$ cat src/rtl/video_timing_gen_pkg.sv
// video_timing_pkg
//   Shared timing definitions for the video timing generator: the mode
//   enumeration, the per-axis timing record, the table of supported modes
//   and small helpers that derive sync window bounds from a timing record.
//   No ports (package).
package video_timing_pkg;

  localparam int TIMING_W = 12;

  typedef enum logic {
    MODE_720P = 1'b0,
    MODE_480P = 1'b1
  } mode_e;

  // One axis of a video mode, in the order active / front porch / sync /
  // back porch / total. polarity is the asserted level of the sync strobe.
  typedef struct packed {
    logic [TIMING_W-1:0] active;
    logic [TIMING_W-1:0] fp;
    logic [TIMING_W-1:0] sync;
    logic [TIMING_W-1:0] bp;
    logic [TIMING_W-1:0] total;
    logic                polarity;
  } timing_t;

  typedef struct packed {
    timing_t h;
    timing_t v;
  } mode_timing_t;

  // Indexed by mode_e: entry 0 is 1280x720@60, entry 1 is 640x480@60.
  localparam mode_timing_t MODE_TABLE [2] = '{
    '{h: '{active: 12'd1280, fp: 12'd110, sync: 12'd40, bp: 12'd220,
           total: 12'd1650, polarity: 1'b1},
      v: '{active: 12'd720,  fp: 12'd5,   sync: 12'd5,  bp: 12'd20,
           total: 12'd750,  polarity: 1'b1}},
    '{h: '{active: 12'd640,  fp: 12'd16,  sync: 12'd96, bp: 12'd48,
           total: 12'd800,  polarity: 1'b0},
      v: '{active: 12'd480,  fp: 12'd10,  sync: 12'd2,  bp: 12'd33,
           total: 12'd525,  polarity: 1'b0}}
  };

  // First index inside the sync window.
  function automatic int sync_start(timing_t t);
    return int'(t.active) + int'(t.fp);
  endfunction

  // First index past the sync window.
  function automatic int sync_end(timing_t t);
    return int'(t.active) + int'(t.fp) + int'(t.sync);
  endfunction

endpackage

$ cat src/rtl/video_timing_gen_sync_delay_line.sv
// sync_delay_line
//   Enable-gated shift register of DEPTH stages, WIDTH bits wide. Each stage
//   samples the previous one only when en is high, so the delay is counted
//   in enabled cycles. DEPTH = 0 degenerates to a straight wire.
//   clk   : clock
//   rst_n : asynchronous active-low clear, every stage loads RESET_VAL
//   en    : shift enable
//   d     : input word
//   q     : word from the last stage (or d when DEPTH = 0)
module sync_delay_line #(
  parameter int               DEPTH     = 0,
  parameter int               WIDTH     = 1,
  parameter logic [WIDTH-1:0] RESET_VAL = '0
) (
  input  logic             clk,
  input  logic             rst_n,
  input  logic             en,
  input  logic [WIDTH-1:0] d,
  output logic [WIDTH-1:0] q
);

  generate
    if (DEPTH == 0) begin : g_wire
      // Control inputs have no job without any stages.
      logic unused_ctrl;
      assign unused_ctrl = ^{clk, rst_n, en};
      assign q = d;
    end else begin : g_stages
      logic [DEPTH-1:0][WIDTH-1:0] stage_q;
      logic [DEPTH-1:0][WIDTH-1:0] stage_d;

      always_comb begin
        stage_d = stage_q;
        if (en) begin
          stage_d[0] = d;
          for (int k = 1; k < DEPTH; k++) begin
            stage_d[k] = stage_q[k-1];
          end
        end
      end

      always_ff @(posedge clk or negedge rst_n) begin
        if (!rst_n) begin
          stage_q <= {DEPTH{RESET_VAL}};
        end else begin
          stage_q <= stage_d;
        end
      end

      assign q = stage_q[DEPTH-1];
    end
  endgenerate

endmodule

$ cat src/rtl/video_timing_gen.sv
// video_timing_gen
//   Two-mode video timing generator (1280x720@60 / 640x480@60). Produces
//   pixel/line counters, registered sync and active-draw strobes, a one-cycle
//   new-frame pulse with a frame counter, and copies of the strobes delayed
//   by ALIGN_DELAY enabled cycles (legal 0..15) to match render latency.
//   clk_pixel_in : pixel clock
//   rst_n_in     : asynchronous active-low reset
//   en_in        : count enable, all state holds while low
//   mode_in      : requested mode, adopted only at the frame boundary
//   mode_out     : mode currently generated
//   hcount_out / vcount_out : pixel and line index
//   hs_out / vs_out / ad_out : sync strobes (mode polarity) and active draw
//   nf_out / fc_out          : new-frame pulse and frame count
//   hs_d_out / vs_d_out / ad_d_out : delayed strobes
module video_timing_gen
  import video_timing_pkg::*;
#(
  parameter  int H_BITS      = 11,
  parameter  int V_BITS      = 10,
  parameter  int FC_WRAP     = 60,
  parameter  int ALIGN_DELAY = 0,
  localparam int FC_BITS     = $clog2(FC_WRAP)
) (
  input  logic               clk_pixel_in,
  input  logic               rst_n_in,
  input  logic               en_in,
  input  logic               mode_in,
  output logic               mode_out,
  output logic [H_BITS-1:0]  hcount_out,
  output logic [V_BITS-1:0]  vcount_out,
  output logic               hs_out,
  output logic               vs_out,
  output logic               ad_out,
  output logic               nf_out,
  output logic [FC_BITS-1:0] fc_out,
  output logic               hs_d_out,
  output logic               vs_d_out,
  output logic               ad_d_out
);

  // Per-mode bounds resized to the counter widths, indexed by mode_e.
  localparam logic [H_BITS-1:0] H_LAST [2] = '{
    H_BITS'(int'(MODE_TABLE[0].h.total) - 1), H_BITS'(int'(MODE_TABLE[1].h.total) - 1)};
  localparam logic [V_BITS-1:0] V_LAST [2] = '{
    V_BITS'(int'(MODE_TABLE[0].v.total) - 1), V_BITS'(int'(MODE_TABLE[1].v.total) - 1)};
  localparam logic [H_BITS-1:0] H_ACT [2] = '{
    H_BITS'(MODE_TABLE[0].h.active), H_BITS'(MODE_TABLE[1].h.active)};
  localparam logic [V_BITS-1:0] V_ACT [2] = '{
    V_BITS'(MODE_TABLE[0].v.active), V_BITS'(MODE_TABLE[1].v.active)};
  localparam logic [H_BITS-1:0] H_SS [2] = '{
    H_BITS'(sync_start(MODE_TABLE[0].h)), H_BITS'(sync_start(MODE_TABLE[1].h))};
  localparam logic [H_BITS-1:0] H_SE [2] = '{
    H_BITS'(sync_end(MODE_TABLE[0].h)), H_BITS'(sync_end(MODE_TABLE[1].h))};
  localparam logic [V_BITS-1:0] V_SS [2] = '{
    V_BITS'(sync_start(MODE_TABLE[0].v)), V_BITS'(sync_start(MODE_TABLE[1].v))};
  localparam logic [V_BITS-1:0] V_SE [2] = '{
    V_BITS'(sync_end(MODE_TABLE[0].v)), V_BITS'(sync_end(MODE_TABLE[1].v))};
  localparam logic H_POL [2] = '{MODE_TABLE[0].h.polarity, MODE_TABLE[1].h.polarity};
  localparam logic V_POL [2] = '{MODE_TABLE[0].v.polarity, MODE_TABLE[1].v.polarity};
  localparam logic [FC_BITS-1:0] FC_LAST = FC_BITS'(FC_WRAP - 1);

  mode_e               mode_q, mode_d;
  logic [H_BITS-1:0]   hcount_q, hcount_d;
  logic [V_BITS-1:0]   vcount_q, vcount_d;
  logic [FC_BITS-1:0]  fc_q, fc_d;
  logic                hs_q, hs_d;
  logic                vs_q, vs_d;
  logic                ad_q, ad_d;
  logic                nf_q, nf_d;
  logic                line_end, frame_end;
  logic                h_in_sync, v_in_sync, at_nf;
  logic [2:0]          strobes_dly;

  // Counter advance. Wrap points come from the mode being generated now;
  // the requested mode is latched only as the counters return to (0,0).
  always_comb begin
    hcount_d  = hcount_q;
    vcount_d  = vcount_q;
    mode_d    = mode_q;
    line_end  = (hcount_q == H_LAST[mode_q]);
    frame_end = line_end && (vcount_q == V_LAST[mode_q]);
    if (en_in) begin
      if (line_end) begin
        hcount_d = '0;
        vcount_d = frame_end ? '0 : vcount_q + 1'b1;
      end else begin
        hcount_d = hcount_q + 1'b1;
      end
      if (frame_end) begin
        mode_d = mode_e'(mode_in);
      end
    end
  end

  // Strobes are decoded from the next counter values and next mode so the
  // registered strobes line up with the registered counters.
  always_comb begin
    hs_d      = hs_q;
    vs_d      = vs_q;
    ad_d      = ad_q;
    nf_d      = 1'b0;
    fc_d      = fc_q;
    h_in_sync = (hcount_d >= H_SS[mode_d]) && (hcount_d < H_SE[mode_d]);
    v_in_sync = (vcount_d >= V_SS[mode_d]) && (vcount_d < V_SE[mode_d]);
    at_nf     = (hcount_d == H_ACT[mode_d]) && (vcount_d == V_ACT[mode_d]);
    if (en_in) begin
      ad_d = (hcount_d < H_ACT[mode_d]) && (vcount_d < V_ACT[mode_d]);
      hs_d = h_in_sync ? H_POL[mode_d] : ~H_POL[mode_d];
      vs_d = v_in_sync ? V_POL[mode_d] : ~V_POL[mode_d];
      nf_d = at_nf;
      if (at_nf) begin
        fc_d = (fc_q == FC_LAST) ? '0 : fc_q + 1'b1;
      end
    end
  end

  always_ff @(posedge clk_pixel_in or negedge rst_n_in) begin
    if (!rst_n_in) begin
      mode_q   <= MODE_720P;
      hcount_q <= '0;
      vcount_q <= '0;
      fc_q     <= '0;
      hs_q     <= 1'b0;
      vs_q     <= 1'b0;
      ad_q     <= 1'b0;
      nf_q     <= 1'b0;
    end else begin
      mode_q   <= mode_d;
      hcount_q <= hcount_d;
      vcount_q <= vcount_d;
      fc_q     <= fc_d;
      hs_q     <= hs_d;
      vs_q     <= vs_d;
      ad_q     <= ad_d;
      nf_q     <= nf_d;
    end
  end

  sync_delay_line #(
    .DEPTH     (ALIGN_DELAY),
    .WIDTH     (3),
    .RESET_VAL (3'b000)
  ) u_align (
    .clk   (clk_pixel_in),
    .rst_n (rst_n_in),
    .en    (en_in),
    .d     ({hs_q, vs_q, ad_q}),
    .q     (strobes_dly)
  );

  assign mode_out   = mode_q;
  assign hcount_out = hcount_q;
  assign vcount_out = vcount_q;
  assign fc_out     = fc_q;
  assign hs_out     = hs_q;
  assign vs_out     = vs_q;
  assign ad_out     = ad_q;
  assign nf_out     = nf_q;
  assign hs_d_out   = strobes_dly[2];
  assign vs_d_out   = strobes_dly[1];
  assign ad_d_out   = strobes_dly[0];

endmodule

$ cat config.mk
export PLATFORM = sky130hd
export DESIGN_NAME = video_timing_gen
export DESIGN_NICKNAME = d
export VERILOG_FILES = /design/src/rtl/video_timing_gen_pkg.sv /design/src/rtl/video_timing_gen_sync_delay_line.sv /design/src/rtl/video_timing_gen.sv
export SDC_FILE = /design/constraint.sdc
export NUM_CORES = 1
export LEC_CHECK = 0
export ABC_CLOCK_PERIOD_IN_PS = 4600
export CAP_MARGIN = 20
export CORE_ASPECT_RATIO = 1.2
export CORE_MARGIN = 1
export CORE_UTILIZATION = 49
export CTS_CLUSTER_DIAMETER = 120
export DETAILED_ROUTE_END_ITERATION = 10
export PLACE_DENSITY = 0.82
export SLEW_MARGIN = 15
export SYNTH_ARGS = -nofsm -noshare
export SYNTH_HDL_FRONTEND = slang
export SYNTH_SLANG_ARGS = --single-unit
$ cat constraint.sdc
create_clock -name clk_pixel_in -period 4.6 [get_ports clk_pixel_in]
set_input_delay 1.15 -clock clk_pixel_in [delete_from_list [all_inputs] [get_ports clk_pixel_in]]
set_output_delay 1.15 -clock clk_pixel_in [all_outputs]
set_load 0.02 [all_outputs]
# After elaboration in Yosys (flattened, before gate mapping)
# Cells that the tools add are included.
[classes]
addsub = 3
order_cmp = 8
n_eq_ne = 5
muxes = 38
bitwise_logic = 3
reduce_logical = 6
[op_table]
columns = ["operator", "n"]
rows = [
  ["11-bit two-way mux", 14],
  ["10-bit two-way mux", 14],
  ["11-bit equality test", 2],
  ["11-bit less-than comparator", 2],
  ["10-bit equality test", 2],
  ["10-bit less-than comparator", 2],
  ["11-bit by 1-bit adder with 11-bit output, second input constant", 1],
  ["11-bit greater-or-equal comparator", 1],
  ["10-bit by 1-bit adder with 10-bit output, second input constant", 1],
  ["10-bit greater-or-equal comparator", 1],
  ["1-bit two-way mux", 8],
  ["8-bit two-way mux", 1],
  ["6-bit by 1-bit adder with 6-bit output, second input constant", 1],
  ["6-bit equality test, second input constant", 1],
  ["6-bit two-way mux", 1],
  ["1-bit logical AND", 5],
  ["2-bit greater-or-equal comparator, second input constant", 2],
  ["1-bit NOT with 2-bit output", 2],
  ["2-bit AND reduction", 1],
  ["1-bit NOT", 1],
]
[totals]
reg_bits = 32
in_bits = 4
elab_cells = 71

# Logic depth before layout (Yosys ltp)
# Gate-level depths: netlist of run 1.
[logic_depth]
word_depth = 15
ltp_mapped = 17
depth_no_buf = 15

# Cells and area by module
# From an unflattened synthesis of run 1, not the netlist that was laid out.
[unflattened]
cells_unflattened = 289
hier_area_um2 = 2592.5
[by_module_without_submodules]
columns = ["mod", "instances", "cells_per_inst", "area_each_um2", "seq_area_each_um2"]
rows = [
  ["video_timing_gen", 1, 286, 2570.0, 800.8],
  ["sync_delay_line", 1, 3, 22.5, 0.0],
]

# Worst setup path after synthesis of run 1
# Ideal clock, no wire load.
[synth_timing]
kind = "input-to-reg"
start = "input port en_in"
end = "register fc_q[2], in the netlist fc_out[2]"
setup_time_ns = 0.066
t_arrival_ns = 4.644
required_time_ns = 4.534
slack_ns = -0.110
path_stages = 15
path_cell_list = "buf_1 > nand3_1 > clkbuf_1 > nor2_1 > a21oi_1 > inv_1 > ha_1 > and3_1 > nand4_1 > nor2_1 > o221a_2 > o2111ai_1 > nand4b_4 > or4_1 > nand2_1"
[synth_between]
elab_chain_len = 8
elab_cells_between_ends = 14
[synth_rtl]
columns = ["element", "line_no", "source"]
rows = [
  ["start, declared", "video_timing_gen.sv:26", "input logic en_in,"],
  ["1-bit two-way mux", "video_timing_gen.sv:82", "if (en_in) begin"],
  ["1-bit NOT with 2-bit output (not written as such)", "video_timing_gen.sv:105", "at_nf = (hcount_d == H_ACT[mode_d]) && (vcount_d == V_ACT[mode_d]);"],
  ["11-bit two-way mux (not written as such) / 10-bit two-way mux (equally long branches) (3 in a row)", "video_timing_gen.sv:105", ""],
  ["11-bit equality test / 10-bit equality test (equally long branches)", "video_timing_gen.sv:105", ""],
  ["1-bit logical AND", "video_timing_gen.sv:105", ""],
  ["2-bit AND reduction (no source line) *", "--", ""],
  ["end signal, assigned", "video_timing_gen.sv:122", "fc_q <= '0;"],
  ["end signal, assigned", "video_timing_gen.sv:131", "fc_q <= fc_d;"],
  ["end, declared", "video_timing_gen.sv:65", "logic [FC_BITS-1:0] fc_q, fc_d;"],
]
# Mark *: on every way between the ends. The rest lies on a longest branch, timed or not. The select of a mux whose other input is x is not followed.
# A chain may end at the register's enable or synchronous reset.

# Worst setup path after layout of run 1
[layout_timing]
start = "register vcount_q[6], in the netlist vcount_out[6]"
end = "register fc_q[2], in the netlist fc_out[2]"
[layout_between]
elab_chain_len = 11
elab_cells_between_ends = 19
[layout_rtl]
columns = ["element", "line_no", "source"]
rows = [
  ["start, declared", "video_timing_gen.sv:64", "logic [V_BITS-1:0] vcount_q, vcount_d;"],
  ["start signal, assigned", "video_timing_gen.sv:130", "vcount_q <= vcount_d;"],
  ["parallel branches: the longest is 9 deep, another holds 10-bit by 1-bit adder with 10-bit output", "--", ""],
  ["1-bit logical AND *", "video_timing_gen.sv:105", ""],
  ["2-bit AND reduction (no source line) *", "--", ""],
]
# Every way passes the cells marked *. The select of a mux whose other input is x is not followed.

==> results.cfg, run 1 <==
[synth]
synthCells = 289
synthArstFlopShare_pct = 100
ys_warn_count = 0
yosysSeqAreaShare_pct = 30.9
netlist.area_leader.share_pct = 30.9
ys_seq_elements = 32
synth_area_leader_cell = dfrtp_1
synth_edf_count = 0
synthFlopType = dfrtp_1
syn_area_um2 = 2590
synth_area_per_cell_um2 = 8.97
yosys-top-cells-count = 32 x dfrtp_1, 25 x nand2_1, 23 x ha_1
synth_most_common_cell = dfrtp_1
synth_area_leaders = dfrtp_1 31%, ha_1 11%, nand2_1 3.6%
syn-num-nets = 316
ys_types = 63

[clock_tree]
ctsHoldBuffers = 0
post_cts_buffers = 0
cts_tree = yes
clockBufferDepth = 2
cts_inserted_buffers = 5
clkLatencyLatePin_ns = 0.29
cts.sinks = 32
h-tree-depth = 2
cts_resized = 0
cts.clk_slew.worst_paths_ns = 0.07
ctsRootBufferMaster = clkbuf_8

[sta]
finalHoldViolCount = 0
worst_slew_pin_slew_ns = 0.489
min_period_over_period_pct = 92.5
relSlewSlack_pct = 67.0
setup_viol = 0
fmax_mhz = 235
skew_ns = 0.00951
slew_violations = 0
rsz0062_at_grt = false
fin_crit_ns = 4.25
finalSetupTns_ns = 0

[place]
dpl.cell_count = 385
port-buffer-count = 38
hpwl_um = 5330
routabilityCongestion = 0.967

[critical_path]
r2r-start = vcount_out[6]
crit_path_start_kind = register
crit_fanout = 10
end_kind = register
setup.worst_path.start = vcount_out[6]
critical_path_class = register to register
worstPathArrival_ns = 4.49
required_ns = 4.83

[power]
combPwrFrac_pct = 33.8
finalPower_w = 0.000912
power_leakage_nw = 1.34
p_clk_share_pct = 25.3
seqPwrFrac_pct = 40.9
power_density_nw_per_um2 = 289
swShare_pct = 38.6
p_int_w = 0.000560
peakVddDrop_uv = 278
p_sw_w = 0.000351

[route]
drt-wirelength-per-cell_um = 18.1
wl_um = 7110
drtIter0Drc = 250
dr_total_vias = 2534
drt_pre_antenna_iters = 5
drc = 0
ant_nets = 0
routed_via_density = 6.45

[global_routing]
grt_pass1_wl_um = 11400
gr-usage-all-layers_pct = 27.6
grt_pass1_vias = 2423
grt.overflow.total = 0
antenna_found_initial = 0
grt_max_degree = 33

[layout]
layout.nets = 359
fin_cells = 393
drive_gt1_share_pct = 9.61
synthToLayoutAreaGrowth_pct = 21.6
insertedDiodeCount = 0

[floorplan]
die_h_um = 81.7
rows = 28
initial_core_util_pct = 51.7
ios = 39
coreArea_um2 = 5010
die_w_um = 68.4
die-area_um2 = 5590

[flow_run]
maxCapViolCount = 0

[status]
outcome = finished clean

[worst_hold_path]
min-delay-start = ad_out
holdCritPathClass = register to register
power by group through the flow:
stage	logic (W)	clock network, W	registers (W)
after floorplan	0.000167	0	0.000385
after global placement	0.000300	0	0.000374
after detailed placement	0.000306	0	0.000375
after CTS	0.000308	0.000235	0.000370
after global routing	0.000338	0.000249	0.000377
final	0.000308	0.000230	0.000373
placed cells by master, fill, tap and decap left out, types with 5 or more instances in the layout:
cell             count
a21oi_1             13
clkbuf_8             6
clkdlybuf4s50_1     38
nor3_1               8
inv_1               16
buf_4                9
ha_1                23
and3_1               5
nand2_1             25
o31ai_1              7
nand4_1              7
dfrtp_1             31
nand3_1             17
nor2_1              19
a21o_1               6
xnor2_1              6
o21ai_0             11
a31oi_1              5
nand2b_1             5
final timing paths:
kind | end | slack [ns] | depth (start not counted)
setup / recovery | fc_out[2] | 0.35 | 15
hold / removal | ad_out | 0.51 | 1
setup reg to reg | fc_out[2] | 0.35 | 15
hold reg to reg | ad_out | 0.51 | 1
max in group asynchronous | mode_out | 3.02 | 2
min in group asynchronous | vcount_out[1] | 1.26 | 2
critical path: stages, from the launching register on:
cell,delay [ns]
dfrtp_1,0.47
or4b_1,0.57
o22ai_2,0.35
and2_1,0.28
a21oi_1,0.12
a21oi_2,0.16
inv_1,0.18
ha_1,0.40
and3_1,0.21
nand4_1,0.10
nor2_1,0.12
o221a_2,0.18
o2111ai_1,0.17
nand4b_4,0.29
or4_1,0.51
nand2_1,0.08
sequential cells by signal (all words and copies together), names as in the netlist:
register and cells:
vcount_out 10, fc_out 6, hcount_out 11, ad_out 1, hs_out 1, nf_out 1, mode_out 1, vs_out 1
per-stage QoR:
step           cell area (um2)  setup slack (ns)  utilization [%]  hold slack (ns)
4_1_cts                   3150             0.266             62.9            0.522
3_5_place_dp              3060             0.125             61.1            0.506
3_3_place_gp              3060             0.241             61.1            0.497
2_1_floorplan             2600             0.213                -            0.613
5_1_grt                   3150            0.0825             62.9            0.541
6_report                  3150             0.346             62.9            0.515
cell families (layout without fill, tap and decap cells):
family,Yosys count,after routing,synth area share (%)
adders and majority gates,23,23,11.1
muxes,5,5,1.98
AOI/OAI and AO/OA,76,76,22.1
buffers and inverters,27,71,4.63
xor gates and xnor gates,7,7,2.36
and+or+nand+nor,119,119,26.9
DFF,32,32,30.9
per-layer routing:
metal  global-route usage, %  share of wire (%)  vias to the layer above  wire [um]
met3                    5.56                6.2                       29        441
met4                    15.8                4.1                        0        290
met2                    44.9                 49                      121       3480
met5                       0                  0                        -          0
li1                        -                  -                     1181          -
met1                    33.2                 41                     1203       2900
final cells by class:
type / count / area, um2
Fill cell: 427 / 1860
Multi-Input combinational cell: 230 / 1680
Sequential cell: 32 / 802
Timing Repair Buffer: 47 / 448
Clock buffer: 6 / 82.6
Tap cell: 60 / 75.1
Inverter: 16 / 60.1
Clock inverter: 2 / 10.0
No activity file was read; power rests on OpenSTA's default activity.
==> run 2, diff against run 1 <==
--- a/config.mk
+++ b/config.mk
@@ -12,7 +12,7 @@
 export CORE_UTILIZATION = 49
 export CTS_CLUSTER_DIAMETER = 120
 export DETAILED_ROUTE_END_ITERATION = 10
-export PLACE_DENSITY = 0.82
+export PLACE_DENSITY = 0.76
 export SLEW_MARGIN = 15
 export SYNTH_ARGS = -nofsm -noshare
 export SYNTH_HDL_FRONTEND = slang
==> results.cfg, run 2 (synthesis results as in run 1) <==
[power]
power_leakage_nw = 1.34
swShare_pct = 37.3
combPwrFrac_pct = 34.3
power_density_nw_per_um2 = 292
p_clk_share_pct = 25.5
peakVddDrop_uv = 258
p_sw_w = 0.000345
seqPwrFrac_pct = 40.3
p_int_w = 0.000579

[layout]
insertedDiodeCount = 0
final_common_cell = clkdlybuf4s50_1
layout_common_cells = 38 x clkdlybuf4s50_1, 32 x dfrtp_1, 25 x nand2_1, 23 x ha_1, 19 x nor2_1
layout.nets = 360
largest_reg_flops = 11
synthToLayoutAreaGrowth_pct = 22.0
drive_gt1_share_pct = 9.31

[global_routing]
antenna_found_initial = 0
grt.overflow.total = 0
grt_pass1_wl_um = 11000
grt_max_degree = 33
grt_pass1_vias = 2349
gr-usage-all-layers_pct = 27.1

[floorplan]
die-area_um2 = 5590
initial_core_util_pct = 51.7
rows = 28
die_h_um = 81.7
coreArea_um2 = 5010
ios = 39
die_w_um = 68.4

[route]
ant_nets = 0
wl_met3_um = 305
routed.top_layer = met4
wl_met2_um = 3460
drt-wirelength-per-cell_um = 17.5
dr_total_vias = 2454
met1_length_um = 2880
drtIter0Drc = 212
wl_um = 6900
drc = 0
routed_via_density = 6.24
drt_pre_antenna_iters = 4

[sta]
finalHoldViolCount = 0
setup_ws_ns = 0.335
slew_violations = 0
rsz0062_at_grt = false
setup_viol = 0
fin_crit_ns = 4.27
relSlewSlack_pct = 63.6
skew_ns = 0.00919
min_period_over_period_pct = 92.7
fmax_mhz = 234
finalSetupTns_ns = 0
worst_slew_pin_slew_ns = 0.539

[clock_tree]
cts.clk_slew.worst_paths_ns = 0.07
cts_tree = yes
ctsHoldBuffers = 0
cts.sinks = 32
post_cts_buffers = 0
cts_resized = 0
ctsRootBufferMaster = clkbuf_8
h-tree-depth = 2
clkLatencyLatePin_ns = 0.28
clockBufferDepth = 2
cts_inserted_buffers = 5

[flow_run]
maxCapViolCount = 0

[critical_path]
crit_fanout = 10
crit_family = simple AND/OR/NAND/NOR gates
required_ns = 4.82
worstPathArrival_ns = 4.48
r2r_cells = 16
slowest_delay_ns = 0.50
r2r-end = fc_out[2]
cp_slowest_cell = or4_1
end_kind = register
setup.reg_to_reg.worst_slack_ns = 0.33
critical_path_class = register to register
crit_path_start_kind = register
path_depth = 16
critPathBufInv = 2
r2r-start = mode_out
path_cells = buf_4, or4b_1, o22ai_2, and2_1, a21oi_1, a21oi_2, inv_1, ha_1, and3_1, nand4_1, nor2_1, o221a_2, o2111ai_1, nand4b_4, or4_1, nand2_1
endpoint = fc_out[2]
setup.worst_path.start = mode_out

[place]
place_ws_ns = 0.139
port-buffer-count = 38
hpwl_um = 5320
routabilityCongestion = 0.915

[status]
outcome = finished clean

[worst_hold_path]
holdCritPathClass = register to register
-- run 2: layer usage --
layer	track usage, %	vias up
li1	-	1182
met2	46.3	77
met4	13.8	0
met3	4.86	19
met5	0	-
met1	31.7	1176
-- run 2: layout make-up --
| type | instances | area [um2] |
|---|---|---|
| Fill cell | 432 | 1850 |
| Multi-Input combinational cell | 230 | 1680 |
| Sequential cell | 32 | 801 |
| Timing Repair Buffer | 48 | 455 |
| Clock buffer | 7 | 96.3 |
| Tap cell | 60 | 75.1 |
| Inverter | 16 | 60.1 |
-- run 2: power groups by stage --
stage	combinational [W]	sequential (W)	clock, W
after CTS	0.000315	0.000370	0.000243
after floorplan	0.000167	0.000385	0
after detailed placement	0.000313	0.000375	0
after global placement	0.000311	0.000375	0
final	0.000317	0.000372	0.000236
after global routing	0.000347	0.000375	0.000257
-- run 2: worst min path at each step --
stage / from / to / slack, ns / depth (start not counted)
3_5_place_dp: ad_out / ad_out / 0.51 / 1
6_report: ad_out / ad_out / 0.51 / 1
3_3_place_gp: ad_out / ad_out / 0.49 / 1
5_1_grt: ad_out / ad_out / 0.54 / 1
2_1_floorplan: vs_out / vs_out / 0.61 / 2
4_1_cts: ad_out / ad_out / 0.52 / 1
-- run 2: stage by stage --
step | power [W] | area (um2) | instances | util (%) | hold slack [ns]
floorplan | 0.000552 | 2600 | 289 | - | 0.613
global placement | 0.000686 | 3070 | 386 | 61.2 | 0.494
detailed placement | 0.000688 | 3070 | 386 | 61.2 | 0.506
CTS | 0.000928 | 3160 | 393 | 63.1 | 0.520
global route | 0.000980 | 3160 | 393 | 63.1 | 0.537
finish | 0.000925 | 3160 | 393 | 63.1 | 0.514
